File: config.mk
export PLATFORM = sky130hd
export DESIGN_NAME = pe_array_scan_flat
export DESIGN_NICKNAME = d
export VERILOG_FILES = /design/src/rtl/pe_array_scan_pkg.sv /design/src/rtl/pe_array_scan_if.sv /design/src/rtl/pe_scan_raster.sv /design/src/rtl/pe_array_scan.sv /design/src/flat_wrapper.sv
export SDC_FILE = /design/constraint.sdc
export NUM_CORES = 1
export LEC_CHECK = 0
export CAP_MARGIN = 20
export CORE_UTILIZATION = 46
export CTS_BUF_LIST = sky130_fd_sc_hd__clkbuf_8
export CTS_CLUSTER_SIZE = 24
export DETAILED_ROUTE_END_ITERATION = 10
export GPL_TIMING_DRIVEN = 0
export MAX_ROUTING_LAYER = met4
export PLACE_DENSITY = 0.88
export SYNTH_ARGS = -nofsm -noshare
export SYNTH_HDL_FRONTEND = slang
export SYNTH_SLANG_ARGS = --single-unit
export TNS_END_PERCENT = 5
File: constraint.sdc
create_clock -name clk -period 4.4 [get_ports clk]
set_clock_uncertainty 0.1 [all_clocks]
set_input_delay 0.88 -clock clk [delete_from_list [all_inputs] [get_ports clk]]
set_output_delay 0.88 -clock clk [all_outputs]
set_load 0.005 [all_outputs]
File: src/rtl/pe_array_scan_pkg.sv
// Shared types for the PE array host controller: PE command codes, cell width, FSM states.
// The RUN state exists only when PE_ARRAY_SCAN_AUTORUN_EN is defined.
package pe_array_scan_pkg;

    localparam int unsigned PE_STATE_BITS = 1;
    localparam int unsigned PE_CMD_BITS   = 2;

    typedef enum logic [PE_CMD_BITS-1:0] {
        PE_NOP     = 2'd0,
        PE_WRITE   = 2'd1,
        PE_PROCESS = 2'd2
    } pe_cmd_e;

    typedef enum logic [2:0] {
        S_IDLE      = 3'd0,
        S_LOAD      = 3'd1,
        S_READ_SEL  = 3'd2,
        S_READ_CAP  = 3'd3,
        S_READ_WAIT = 3'd4
`ifdef PE_ARRAY_SCAN_AUTORUN_EN
        ,
        S_RUN       = 3'd5
`endif
    } scan_state_e;

    // Raster index width for an n-entry dimension (at least one bit).
    function automatic int unsigned idx_w(input int unsigned n);
        return (n > 1) ? $clog2(n) : 1;
    endfunction

endpackage

File: src/rtl/pe_array_scan_if.sv
// Host-side load and readout valid/ready ports of pe_array_scan.
interface pe_array_scan_if;
    import pe_array_scan_pkg::*;

    logic [PE_STATE_BITS-1:0] load_data;
    logic                     load_valid;
    logic                     load_ready;
    logic [PE_STATE_BITS-1:0] rd_data;
    logic                     rd_valid;
    logic                     rd_ready;
    logic                     rd_last;

    modport master (
        output load_data, load_valid, rd_ready,
        input  load_ready, rd_data, rd_valid, rd_last
    );

    modport slave (
        input  load_data, load_valid, rd_ready,
        output load_ready, rd_data, rd_valid, rd_last
    );
endinterface

File: src/rtl/pe_scan_raster.sv
// Row-major raster position shared by load and readout, with one-hot decode and last-cell flag.
module pe_scan_raster
    import pe_array_scan_pkg::*;
#(
    parameter int unsigned ROWS = 16,
    parameter int unsigned COLS = 16
) (
    input  logic            clk,
    input  logic            rst,
    input  logic            clear,
    input  logic            advance,
    output logic [ROWS-1:0] row_oh,
    output logic [COLS-1:0] col_oh,
    output logic            last
);
    localparam int unsigned ROW_W = idx_w(ROWS);
    localparam int unsigned COL_W = idx_w(COLS);

    logic [ROW_W-1:0] row;
    logic [COL_W-1:0] col;
    logic             row_end;
    logic             col_end;

    assign row_end = (row == ROW_W'(ROWS - 1));
    assign col_end = (col == COL_W'(COLS - 1));
    assign last    = row_end && col_end;
    assign row_oh  = ROWS'(1) << row;
    assign col_oh  = COLS'(1) << col;

    always_ff @(posedge clk) begin
        if (rst || clear) begin
            row <= '0;
            col <= '0;
        end else if (advance) begin
            if (col_end) begin
                col <= '0;
                row <= row_end ? '0 : row + ROW_W'(1);
            end else begin
                col <= col + COL_W'(1);
            end
        end
    end
endmodule

File: src/rtl/pe_array_scan.sv
// Host controller for the PE array: raster load via WRITE, generation stepping via PROCESS,
// raster readout via one-hot output selects. PE_ARRAY_SCAN_AUTORUN_EN adds run/RUN.
module pe_array_scan
    import pe_array_scan_pkg::*;
#(
    parameter int unsigned ROWS  = 16,
    parameter int unsigned COLS  = 16,
    parameter int unsigned GEN_W = 16
) (
    input  logic                     clk,
    input  logic                     rst,
    pe_array_scan_if.slave           host,
    input  logic                     start_load,
    input  logic                     start_read,
    input  logic                     step,
`ifdef PE_ARRAY_SCAN_AUTORUN_EN
    input  logic                     run,
`endif
    input  logic                     any_active,
    input  logic [PE_STATE_BITS-1:0] array_state,
    output pe_cmd_e                  cmd,
    output logic [ROWS-1:0]          rsel_i,
    output logic [COLS-1:0]          csel_i,
    output logic [ROWS-1:0]          rsel_o,
    output logic [COLS-1:0]          csel_o,
    output logic [PE_STATE_BITS-1:0] state_in,
    output logic                     busy,
    output logic                     stable,
    output logic [GEN_W-1:0]         gen_count
);
    scan_state_e     state;
    logic [ROWS-1:0] row_oh;
    logic [COLS-1:0] col_oh;
    logic            last;
    logic            beat;
    logic            proc;
    logic            rd_hs;
    logic            read_sel;
    logic            raster_clear;
    logic            raster_adv;
    logic            idle_step;

    assign beat         = (state == S_LOAD) && host.load_valid;
    assign rd_hs        = (state == S_READ_WAIT) && host.rd_ready;
    assign read_sel     = (state == S_READ_SEL) || (state == S_READ_CAP);
    assign raster_clear = (state == S_IDLE) && (start_load || start_read);
    assign raster_adv   = beat || rd_hs;
    assign idle_step    = (state == S_IDLE) && step && !start_load && !start_read;
`ifdef PE_ARRAY_SCAN_AUTORUN_EN
    assign proc = idle_step || (state == S_RUN);
`else
    assign proc = idle_step;
`endif

    assign host.load_ready = (state == S_LOAD);
    assign busy            = (state != S_IDLE);
    assign rsel_i          = beat ? row_oh : '0;
    assign csel_i          = beat ? col_oh : '0;
    assign state_in        = beat ? host.load_data : '0;
    assign rsel_o          = read_sel ? row_oh : '0;
    assign csel_o          = read_sel ? col_oh : '0;

    // WRITE and PROCESS are issued in the same cycle as the beat / step request.
    always_comb begin
        cmd = PE_NOP;
        if (beat) begin
            cmd = PE_WRITE;
        end else if (proc) begin
            cmd = PE_PROCESS;
        end
    end

    pe_scan_raster #(
        .ROWS (ROWS),
        .COLS (COLS)
    ) u_raster (
        .clk     (clk),
        .rst     (rst),
        .clear   (raster_clear),
        .advance (raster_adv),
        .row_oh  (row_oh),
        .col_oh  (col_oh),
        .last    (last)
    );

    always_ff @(posedge clk) begin
        if (rst) begin
            state         <= S_IDLE;
            host.rd_data  <= '0;
            host.rd_valid <= 1'b0;
            host.rd_last  <= 1'b0;
            stable        <= 1'b0;
            gen_count     <= '0;
        end else begin
            if (proc) begin
                stable    <= !any_active;
                gen_count <= gen_count + GEN_W'(1);
            end
            case (state)
                S_IDLE: begin
                    if (start_load) begin
                        state <= S_LOAD;
                    end else if (start_read) begin
                        state <= S_READ_SEL;
`ifdef PE_ARRAY_SCAN_AUTORUN_EN
                    end else if (!step && run) begin
                        state <= S_RUN;
`endif
                    end
                end
                S_LOAD: begin
                    if (beat && last) begin
                        state     <= S_IDLE;
                        gen_count <= '0;
                        stable    <= 1'b0;
                    end
                end
                S_READ_SEL: state <= S_READ_CAP;
                S_READ_CAP: begin
                    host.rd_data  <= array_state;
                    host.rd_valid <= 1'b1;
                    host.rd_last  <= last;
                    state         <= S_READ_WAIT;
                end
                S_READ_WAIT: begin
                    if (host.rd_ready) begin
                        host.rd_valid <= 1'b0;
                        host.rd_last  <= 1'b0;
                        state         <= last ? S_IDLE : S_READ_SEL;
                    end
                end
`ifdef PE_ARRAY_SCAN_AUTORUN_EN
                S_RUN: begin
                    if (!any_active || !run) begin
                        state <= S_IDLE;
                    end
                end
`endif
                default: state <= S_IDLE;
            endcase
        end
    end
endmodule
File: src/flat_wrapper.sv
// flat-port wrapper written by rule: the top's interface ports become plain ports
module pe_array_scan_flat import pe_array_scan_pkg::*;
#(
    parameter int unsigned ROWS  = 16,
    parameter int unsigned COLS  = 16,
    parameter int unsigned GEN_W = 16
)
  (clk, rst, start_load, start_read, step, any_active, array_state, cmd, rsel_i, csel_i, rsel_o, csel_o, state_in, busy, stable, gen_count, host_load_data, host_load_valid, host_rd_ready, host_load_ready, host_rd_data, host_rd_valid, host_rd_last);
  pe_array_scan_if host_i ();
  input  logic clk;
  input  logic rst;
  input  logic start_load;
  input  logic start_read;
  input  logic step;
  input  logic any_active;
  input  logic [PE_STATE_BITS-1:0] array_state;
  output pe_cmd_e cmd;
  output logic [ROWS-1:0] rsel_i;
  output logic [COLS-1:0] csel_i;
  output logic [ROWS-1:0] rsel_o;
  output logic [COLS-1:0] csel_o;
  output logic [PE_STATE_BITS-1:0] state_in;
  output logic busy;
  output logic stable;
  output logic [GEN_W-1:0] gen_count;
  input wire logic [$bits(host_i.load_data)-1:0] host_load_data;
  input wire logic [$bits(host_i.load_valid)-1:0] host_load_valid;
  input wire logic [$bits(host_i.rd_ready)-1:0] host_rd_ready;
  output wire logic [$bits(host_i.load_ready)-1:0] host_load_ready;
  output wire logic [$bits(host_i.rd_data)-1:0] host_rd_data;
  output wire logic [$bits(host_i.rd_valid)-1:0] host_rd_valid;
  output wire logic [$bits(host_i.rd_last)-1:0] host_rd_last;
  assign host_i.load_data = host_load_data;
  assign host_i.load_valid = host_load_valid;
  assign host_i.rd_ready = host_rd_ready;
  assign host_load_ready = host_i.load_ready;
  assign host_rd_data = host_i.rd_data;
  assign host_rd_valid = host_i.rd_valid;
  assign host_rd_last = host_i.rd_last;
  pe_array_scan #(.ROWS(ROWS), .COLS(COLS), .GEN_W(GEN_W)) u_core (.clk(clk), .rst(rst), .host(host_i), .start_load(start_load), .start_read(start_read), .step(step), .any_active(any_active), .array_state(array_state), .cmd(cmd), .rsel_i(rsel_i), .csel_i(csel_i), .rsel_o(rsel_o), .csel_o(csel_o), .state_in(state_in), .busy(busy), .stable(stable), .gen_count(gen_count));
endmodule
[Word level (Yosys, flattened, before mapping)]
Index checks and enable logic that the tools add are counted.
Word-level totals
  output and inout bits: 89
  input bits: 10
  register bits: 31
Cells by class
  eq/ne operators: 9
  add/sub/neg operators: 3
  multiplexer cells: 24
  reduce and logical (&&, ||, !) cells: 21
  shifts and indexed selects: 2
Operator list (count)
  2-to-1 mux 16 bit: 7
  left shift 1 x 4 -> 16 bit (first input constant): 2
  adder 16 x 1 -> 16 bit (second input constant): 1
  one-hot mux 3 bit (5 select lines): 1
  2-to-1 mux 3 bit: 4
  adder 4 x 1 -> 4 bit (second input constant): 2
  equality test 4 bit (second input constant): 2
  logical AND 1 bit: 8
  2-to-1 mux 4 bit: 2
  equality test 3 x 2 -> 1 bit (second input constant): 2
  2-to-1 mux 2 bit: 3
  2-to-1 mux 1 bit: 5
  logical OR 1 bit: 4
  one-hot mux 1 bit (2 select lines): 2
  AND reduction 2 bit: 2
  equality test 3 x 1 -> 1 bit (second input constant): 1
  equality test 3 bit (second input constant): 1
  logical NOT 1 bit: 3
  logical NOT 3 bit: 1
  != test 3 bit (second input constant): 1
  AND reduction 3 bit: 1
  nonzero test 3 bit: 1
  != test 2 x 1 -> 1 bit (second input constant): 1
  != test 2 bit (second input constant): 1
  nonzero test 2 bit: 1

[Logic depth before layout (Yosys ltp)]
Gate-level depths: netlist of run 1.
  depth in word-level cells: 7
  mapped depth: 7

[Modules after synthesis]
From an unflattened synthesis of run 1, not the netlist that was laid out.
Second synthesis, totals
  cells, all modules: 313
  area total of the unflattened synthesis: 2362.3 um^2
By module, submodules not included
  pe_array_scan: cells an instance 215, area each 1594.0 um^2, times used 1
  pe_scan_raster: cells an instance 98, area each 768.2 um^2, times used 1

[Worst setup path before layout of run 1]
OpenSTA, ideal clock, no wires.
  path type: input -> output
  from: in host_load_valid
  to: out csel_i[0]
  stages on the path: 5
  path slack: 1909 ps
  arrival: 1511 ps
  data required time: 3420 ps
  cells stage by stage: nand4bb_1 clkbuf_2 clkinv_1 nand2_1 nor2_1
On the way
  cells in the longest elaborated chain, start to end: 2
Ends and longest elaborated chain
  start, declared: RTL line flat_wrapper.sv:27  | input wire logic [$bits(host_i.load_valid)-1:0] host_load_valid;
  logical AND 1 bit: RTL line pe_array_scan.sv:43  | assign beat = (state == S_LOAD) && host.load_valid;
  via u_core.beat: RTL line pe_array_scan.sv:35  | logic beat;
  2-to-1 mux 16 bit: RTL line pe_array_scan.sv:58  | assign csel_i = beat ? col_oh : '0;
  end, declared: RTL line flat_wrapper.sv:19  | output logic [COLS-1:0] csel_i;
The timed path passes the listed nets, and every way through them passes these cells.

[Final worst setup path of run 1]
  from: in host_load_valid
  to: out rsel_i[11]
On the way
  cells in the longest elaborated chain, start to end: 2
Ends and longest elaborated chain
  logical AND 1 bit: RTL line pe_array_scan.sv:43
  2-to-1 mux 16 bit: RTL line pe_array_scan.sv:57  | assign rsel_i = beat ? row_oh : '0;
  end, declared: RTL line flat_wrapper.sv:18  | output logic [ROWS-1:0] rsel_i;
No other way between the ends.

==> flow_summary.yaml, run 1 <==
outcome:
  status: "completed"
die:
  core_area_um2: 4414
  die_h_um: 70
  pin_count: 99
  die-width_um: 70
  fp-row-count: 24
  die-area_um2: 4900
  initial_utilization_pct: 48.19
critical_path:
  reg2reg_to: "u_core.gen_count[3]"
  worstSetupStartpoint: "host_load_valid"
  cp_max_fo: 10
  crit_arrival_ps: 2660
  path_class: "input port to output pin"
  worstReg2RegStart: "u_core.u_raster.row[0]"
  reg2reg_slack_ps: 2340
  required_ps: 3420
  setup.worst_path.end: "rsel_i[11]"
  reg2reg_depth: 5
  startpoint_type: "input port"
  end_kind: "output pin"
drt:
  wire_per_inst_um: 13.15
  wl_mm: 5.917
  avgViaCountPerCell: 5.338
  dr.pass1.iters: 4
  drtAntennaViolNets: 0
  drc: 0
  vias: 2402
  drtIter0Drc: 82
grt:
  overflow: 0
  grt_max_degree: 11
  first_global_vias: 2154
  grt_pass1_wl_mm: 9.632
  antenna_found_initial: 0
  track_usage_pct: 24.67
cts:
  hold_buffers: 0
  htreeDepth: 2
  clock_sinks: 31
  cts_made_buffers: 5
  post_cts_buffers: 0
  cts_tree: "yes"
  ctsRootBufferMaster: "clkbuf_8"
  worstSkewPairLatency_ps: 290
  clk_pin_slew_ps: 70
  cts_buffer_depth: 2
  post_cts_resized: 0
sta:
  tightest_slew_ps: 561.0
  fin_ws_ps: 762.3
  slew_violations: 0
  setup_tns_ps: 0
  rsz0062_at_grt: "false"
  period_share_pct: 82.67
  fin_crit_ps: 3638
  finalHoldViolCount: 0
  relSlewSlack_pct: 62.46
  finalSetupViolCount: 0
  clock.fmax_mhz: 274.9
synth:
  ys_async_sr_fraction_pct: 0
  synth_warnings: 0
  ys_ff_latch: 31
  synth_edf_count: 0
  synth_flop_cell: "dfxtp_1"
  synth.avg_cell_area_um2: 7.260
  yosysUniqueCellTypes: 49
  synth_cells: 293
  synthesis.nets: 316
  seq_area_frac_synth_pct: 29.18
  synth_area_um2: 2127
cells_and_area:
  fillers: 363
  instances_no_fill: 450
  drive_gt1_share_pct: 6.533
  n_antenna_cell: 0
  fin_nets: 421
  syn2layout_area_growth_pct: 53.29
power:
  p_int_uw: 506.9
  p_switching_uw: 228.0
  powerDensity_nw_per_um2: 225.4
  pwr-share-seq_pct: 40.6
  power.clock.fraction_pct: 31.2
  peakVddDrop_mv: 0.2143
  combPwrFrac_pct: 28.2
  swShare_pct: 31.03
  p_leak_uw: 0.001144
placement:
  pre_cts_ws_ps: 756.5
  numPortBuffers: 98
  routabilityCongestion: 0.8121
  dpl.cell_count: 443
  dp_hpwl_mm: 4.595
flow_run:
  cap_violations: 0
worst_hold_path:
  hold_path.startpoint: "u_core.host.rd_data"
  hp-class: "flip-flop to flip-flop"
-- state kept, by name (all words and copies together), names as in the netlist --
register              count
u_core.gen_count         16
u_core.u_raster.col       4
u_core.u_raster.row       4
u_core.state              3
u_core.host.rd_data       1
u_core.host.rd_last       1
u_core.host.rd_valid      1
u_core.stable             1
-- worst max-delay path: stages --
cell and delay (ps):
clkdlybuf4s50_1 520, nand4bb_1 100, clkbuf_2 180, buf_1 260
nor2_1 170, clkdlybuf4s50_1 540
-- power by group through the flow --
| stage | clock, uW | combinational, uW | sequential, uW |
|---|---|---|---|
| global placement | 0 | 202 | 304 |
| CTS | 234 | 207 | 299 |
| detailed placement | 0 | 207 | 305 |
| global route | 248 | 226 | 300 |
| finish | 229 | 207 | 299 |
| floorplan | 0 | 126 | 304 |
-- synthesized netlist by cell type, types with 2 or more instances --
cell,n,share of area [%]
nor2_1,83,15
dfxtp_1,31,29
nand2_1,31,5.5
a21oi_1,16,3.8
ha_1,13,7.6
inv_1,13,2.3
nand3_1,9,2.1
nand2b_1,8,2.4
nand4_1,7,2.1
xor2_1,7,2.9
o31ai_1,6,2.1
or4_1,6,2.1
or2_2,4,1.2
a31oi_1,3,0.88
and2_1,3,0.88
and3_1,3,0.88
and4_1,3,1.2
buf_1,3,0.53
buf_2,3,0.71
mux2i_1,3,1.4
o21ai_0,3,0.71
xnor2_1,3,1.2
buf_4,2,0.71
clkbuf_1,2,0.35
nand4bb_1,2,1.1
nor2b_1,2,0.59
or3_1,2,0.59
-- logic make-up after synthesis --
| kind of cell | share of synthesized area, % |
|---|---|
| AO/OA/AOI/OAI | 13.00 |
| XOR/XNOR | 4.118 |
| adder cells (fa/ha/maj) | 7.647 |
| buffers and inverters | 5.529 |
| flip-flops | 29.18 |
| multiplexers | 1.412 |
| AND/OR/NAND/NOR | 39.12 |
-- per-stage QoR --
stage	hold slack (ps)	util, %	instance area [um2]	total power (uW)
floorplan	346.7	-	2127	430.2
global placement	345.5	71.88	3173	506.8
detailed placement	353.0	71.88	3173	511.4
CTS	362.2	73.87	3261	740.1
global route	376.8	73.87	3261	773.9
finish	363.4	73.87	3261	734.8
-- worst min path at each step --
| stage | endpoint | slack [ps] | cells past startpoint |
|---|---|---|---|
| final | u_core.host.rd_data | 360 | 2 |
| after global routing | u_core.stable | 380 | 2 |
| after floorplan | u_core.host.rd_data | 350 | 2 |
| after global placement | u_core.host.rd_data | 350 | 2 |
| after CTS | u_core.host.rd_data | 360 | 2 |
| after detailed placement | u_core.host.rd_data | 350 | 2 |
-- metal layers --
metal | vias up | share of wire [%] | GRT usage, %
met5 | - | 0 | -
met4 | 0 | 0.93 | 7.333
met1 | 1101 | 43 | 27.35
li1 | 1203 | - | -
met3 | 7 | 6.6 | 6.061
met2 | 91 | 50 | 43.59
-- placed cells by master, fill, tap and decap left out, types with 7 or more instances in the layout --
cell type,instances
clkdlybuf4s50_1,98
nor2_1,83
nand2_1,31
dfxtp_1,31
a21oi_1,16
inv_1,13
ha_1,13
nand3_1,9
nand2b_1,8
nand4_1,7
xor2_1,7
-- final cells by class --
type / count / area, um2 / share of cell area, %
multi-input combinational: 236 / 1389 / 42.59
tap: 52 / 65.06 / 1.995
buffer: 12 / 65.06 / 1.995
inverter: 14 / 52.55 / 1.612
timing repair buffer: 98 / 980.9 / 30.08
sequential: 31 / 620.6 / 19.03
clock inverter: 1 / 5.005 / 0.1535
clock buffer: 6 / 82.58 / 2.533
Note: power is estimated with default switching activity, not from simulation.
==> run 2, diff against run 1 <==
- CORE_UTILIZATION: 46 -> 39
- PLACE_DENSITY: 0.88 -> 0.8
- clock period: 4.4 -> 3.3 ns (I/O delays scaled with it)
==> run 2 against run 1 <==
  * Final area rose by 1.3%
  * Core utilization fell by 10 points
  * First-iteration DRC count fell by 22%
  * Power rose by 31%
  * Cell count rose by 4.9%
  * Via count did not move
  * Combinational power rose by 34%
  * Wire length rose by 1.3%
  * Sequential share of layout area fell by 0.24 points
  * Sequential power rose by 33%
  * Critical path type unchanged
  * Largest power group unchanged
==> flow_summary.yaml, run 2 (same netlist as run 1, synthesis figures left out) <==
cts:
  cts_buffer_depth: 2
  post_cts_buffers: 0
  worstSkewPairLatency_ps: 280
  cts_tree: "yes"
  cts_made_buffers: 5
  post_cts_resized: 0
  clock_sinks: 31
  htreeDepth: 2
  clk_pin_slew_ps: 70
  hold_buffers: 0
  ctsRootBufferMaster: "clkbuf_8"
cells_and_area:
  n_antenna_cell: 0
  largest-register: "u_core.gen_count"
  largest_reg_flops: 16
  layout_commonest_cell: "clkdlybuf4s50_1"
  fin_nets: 424
  syn2layout_area_growth_pct: 55.24
  drive_gt1_share_pct: 7.463
  instances_no_fill: 472
  reg.largest.list: "u_core.gen_count: 16 flops, u_core.u_raster.col: 4 flops, u_core.u_raster.row: 4 flops"
  fillers: 461
  final_cell_mix: "clkdlybuf4s50_1 (98), nor2_1 (83), nand2_1 (31), dfxtp_1 (31), a21oi_1 (16)"
  fin_area_um2: 3302
sta:
  rsz0062_at_grt: "true"
  tightest_slew_ps: 568.0
  fin_crit_ps: 3201
  finalSetupViolCount: 0
  whs_ps: 361.2
  slew_violations: 0
  relSlewSlack_pct: 61.99
  finalHoldViolCount: 0
  clock.fmax_mhz: 312.4
  period_share_pct: 97.01
  fin_ws_ps: 98.56
placement:
  dpl.cell_count: 461
  dp_hpwl_mm: 4.646
  pre_cts_ws_ps: 89.16
  numPortBuffers: 98
  routabilityCongestion: 0.8382
  placed_cell_area_um2: 3196
die:
  die_h_um: 75.85
  fp-row-count: 26
  core_area_um2: 5172
  die-area_um2: 5753
  die-width_um: 75.85
  initial_utilization_pct: 41.12
  pin_count: 99
drt:
  wire_per_inst_um: 12.70
  wl_mm: 5.993
  drtIter0Drc: 64
  avgViaCountPerCell: 5.089
  drc: 0
  drtAntennaViolNets: 0
  dr.pass1.iters: 5
  vias: 2402
worst_hold_path:
  min_path_cells: 2
  hold_path.startpoint: "u_core.host.rd_data"
  hp-class: "flip-flop to flip-flop"
  holdPathEnd: "u_core.host.rd_data"
critical_path:
  worstReg2RegStart: "u_core.u_raster.row[0]"
  required_ps: 2540
  cp_max_fo: 8
  reg2reg_to: "u_core.gen_count[0]"
  reg2reg_slack_ps: 1280
  reg2reg_depth: 5
  path_class: "input port to output pin"
  crit_arrival_ps: 2440
  end_kind: "output pin"
  startpoint_type: "input port"
grt:
  track_usage_pct: 21.10
  grt_pass1_wl_mm: 8.935
  first_global_vias: 1969
  antenna_found_initial: 0
  grt_max_degree: 11
  overflow: 0
power:
  p_leak_uw: 0.001161
  peakVddDrop_mv: 0.2279
  powerDensity_nw_per_um2: 290.6
  finalPower_uw: 959.5
outcome:
  status: "completed"
flow_run:
  cap_violations: 0
==> run 2: changes by cell type in the layout (fill, tap and decap cells not counted) <==
| cell | before | now |
|---|---|---|
| clkbuf_8 | 6 | 5 |
| clkinv_2 | 1 | 3 |
| buf_4 | 2 | 5 |
==> run 2: metrics by stage <==
stage	setup TNS (ps)	util, %
floorplan	0	-
detailed placement	0	61.78
finish	0	63.84
global route	-185.0	63.84
CTS	0	63.40
global placement	0	61.78
==> run 2: worst max path at each step <==
stage / to / cells past startpoint / slack [ps] / startpoint
2_1_floorplan: csel_i[0] / 5 / 1250 / host_load_valid
3_3_place_gp: cmd[1] / 5 / 110 / start_load
3_5_place_dp: csel_i[10] / 7 / 90 / host_load_valid
4_1_cts: csel_i[10] / 7 / 80 / host_load_valid
5_1_grt: csel_i[10] / 7 / -40 / host_load_valid
6_report: csel_i[0] / 7 / 100 / host_load_valid
==> run 2: per-layer routing <==
layer / GRT usage [%] / up-vias / wire, um
met5: - / - / 0
met3: 4.497 / 11 / 453
met2: 38.25 / 91 / 2918
li1: - / 1213 / -
met4: 7.819 / 0 / 100
met1: 22.37 / 1087 / 2521
==> run 2: final cells by class <==
| cell class | instances | area [um2] | area share, % |
|---|---|---|---|
| clock inverters | 3 | 15.01 | 0.4547 |
| multi-input cells | 236 | 1389 | 42.06 |
| repair buffers | 101 | 1003 | 30.39 |
| inverters | 14 | 52.55 | 1.592 |
| well taps | 70 | 87.58 | 2.653 |
| clock buffers | 5 | 68.82 | 2.084 |
| flip-flops and latches | 31 | 620.6 | 18.79 |
| plain buffers | 12 | 65.06 | 1.970 |
==> run 2: power by group <==
part           internal, uW  switching, uW  total [uW]
combinational           126            151         277
sequential              388           10.5         399
clock                   144            140         284
total                   658            302         960
==> run 2: worst max-delay path: stages <==
cell and delay [ps]:
clkdlybuf4s50_1 520, nand4bb_1 120, clkbuf_2 190, clkinv_1 160
nand2_1 140, nor2_1 140, clkdlybuf4s50_1 510
==> run 3, diff against run 2 <==
- CTS_CLUSTER_DIAMETER: not set -> 100
- TNS_END_PERCENT: 5 -> not set
==> run 3 against run 2 <==
  * Cell count unchanged
  * Maximum frequency about the same
  * Largest power group unchanged
  * Via count fell by 0.17%
  * Critical path depth down 1
  * Worst setup slack improved by 1.6 ps
  * Wire length up 0.10%
  * Register-to-register slack hardly changed
  * Largest cell class unchanged
  * Sequential share of layout area hardly changed
  * Count of clock-buffer cells in the layout unchanged
  * Combinational power barely moved
  * Critical path type unchanged
  * Flip-flop and latch count unchanged
==> flow_summary.yaml, run 3 (same netlist as run 1, synthesis figures left out) <==
grt:
  overflow: 0
  track_usage_pct: 21.10
  antenna_found_initial: 0
  grt_max_degree: 11
  first_global_vias: 1969
  grt_pass1_wl_mm: 8.935
drt:
  drtAntennaViolNets: 0
  avgViaCountPerCell: 5.081
  wl_mm: 5.999
  drtIter0Drc: 67
  wire_per_inst_um: 12.71
  dr.pass1.iters: 4
  vias: 2398
  drc: 0
placement:
  placed_cell_area_um2: 3196
  dpl.cell_count: 461
  numPortBuffers: 98
  dp_hpwl_mm: 4.646
  routabilityCongestion: 0.8382
cells_and_area:
  regArea_um2: 620.6
  fin_nets: 424
  n_antenna_cell: 0
  syn2layout_area_growth_pct: 55.41
  drive_gt1_share_pct: 7.711
  final_cell_mix: "clkdlybuf4s50_1 (98), nor2_1 (83), nand2_1 (31), dfxtp_1 (31), a21oi_1 (16)"
  final_util_pct: 63.91
  largest-register: "u_core.gen_count"
  instances_no_fill: 472
  layout_commonest_cell: "clkdlybuf4s50_1"
  reg.largest.list: "u_core.gen_count: 16 flops, u_core.u_raster.col: 4 flops, u_core.u_raster.row: 4 flops"
  fin_area_um2: 3306
  multi_input_area_um2: 1389
  fillers: 459
  largest_reg_flops: 16
die:
  die-area_um2: 5753
  die-width_um: 75.85
  fp-row-count: 26
  pin_count: 99
  initial_utilization_pct: 41.12
  core_area_um2: 5172
  die_h_um: 75.85
cts:
  hold_buffers: 0
  ctsRootBufferMaster: "clkbuf_8"
  htreeDepth: 2
  cts_tree: "yes"
  worstSkewPairLatency_ps: 280
  clk_pin_slew_ps: 70
  clock_sinks: 31
  cts_buffer_depth: 2
  cts_made_buffers: 5
sta:
  finalHoldViolCount: 0
  period_share_pct: 96.97
  fin_crit_ps: 3200
  finalSetupViolCount: 0
  slew_violations: 0
  rsz0062_at_grt: "true"
  clock.fmax_mhz: 312.5
  tightest_slew_ps: 562.7
  setup_tns_ps: 0
  relSlewSlack_pct: 62.35
worst_hold_path:
  hp-class: "flip-flop to flip-flop"
flow_run:
  cap_violations: 0
outcome:
  status: "completed"
power:
  p_int_uw: 658.5
  peakVddDrop_mv: 0.2278
  finalPower_uw: 960.8
  swShare_pct: 31.46
  p_leak_uw: 0.001157
  power.clock.fraction_pct: 29.5
  combPwrFrac_pct: 29.0
  powerDensity_nw_per_um2: 290.6
  p_switching_uw: 302.3
  pwr-share-seq_pct: 41.5
critical_path:
  cp_max_fo: 10
  crit_arrival_ps: 2440
  path_class: "input port to output pin"
  required_ps: 2540
  end_kind: "output pin"
  startpoint_type: "input port"
[run 3: cell types whose count changed in the layout (fill, tap and decap cells not counted)]
cell        change
clkinv_1        -1
clkinvlp_4      +1
clkbuf_2        -1
buf_2           +1
[run 3: final timing paths]
check | from | endpoint | slack (ps) | cells past startpoint
worst max register to register | u_core.u_raster.row[0] | u_core.gen_count[0] | 1290 | 5
worst min register to register | u_core.host.rd_data | u_core.host.rd_data | 360 | 2
worst max-delay path | host_load_valid | csel_i[15] | 100 | 6
worst min-delay path | u_core.host.rd_data | u_core.host.rd_data | 360 | 2
[run 3: what timing repair did]
item | 4_1_cts | 5_1_grt
setup buffers | 0 | 3
resized for setup | 0 | 2
endpoints found under the setup margin | 0 | 10
[run 3: layout make-up]
| type | instances | area share, % |
|---|---|---|
| multi-input cells | 236 | 42.01 |
| repair buffers | 101 | 30.36 |
| flip-flops and latches | 31 | 18.77 |
| well taps | 70 | 2.650 |
| clock buffers | 5 | 2.082 |
| plain buffers | 12 | 1.968 |
| inverters | 14 | 1.703 |
| clock inverters | 3 | 0.4542 |
[run 3: worst max-delay path, stage by stage]
cell	delay (ps)
clkdlybuf4s50_1	520
nand4bb_1	110
buf_2	190
buf_1	240
nor2_1	190
clkdlybuf4s50_1	510
[run 3: per-stage QoR]
step	setup slack, ps	hold slack (ps)
4_1_cts	82.04	366.5
3_5_place_dp	89.16	356.5
6_report	100.1	361.2
2_1_floorplan	1249	346.7
5_1_grt	-2.777	383.8
3_3_place_gp	109.0	346.7
[run 3: power by group through the flow]
stage	Combinational, uW	Clock [uW]	Sequential (uW)
after global placement	271	0	406
after global routing	307	308	400
after detailed placement	275	0	407
after CTS	277	297	399
final	279	284	399
after floorplan	169	0	405
[run 3: layer usage]
layer / wire [um] / GRT usage (%) / vias to the layer above
met5: 0 / - / -
met4: 100 / 7.819 / 0
met3: 455 / 4.497 / 11
met2: 2916 / 38.25 / 87
met1: 2526 / 22.37 / 1088
li1: - / - / 1212
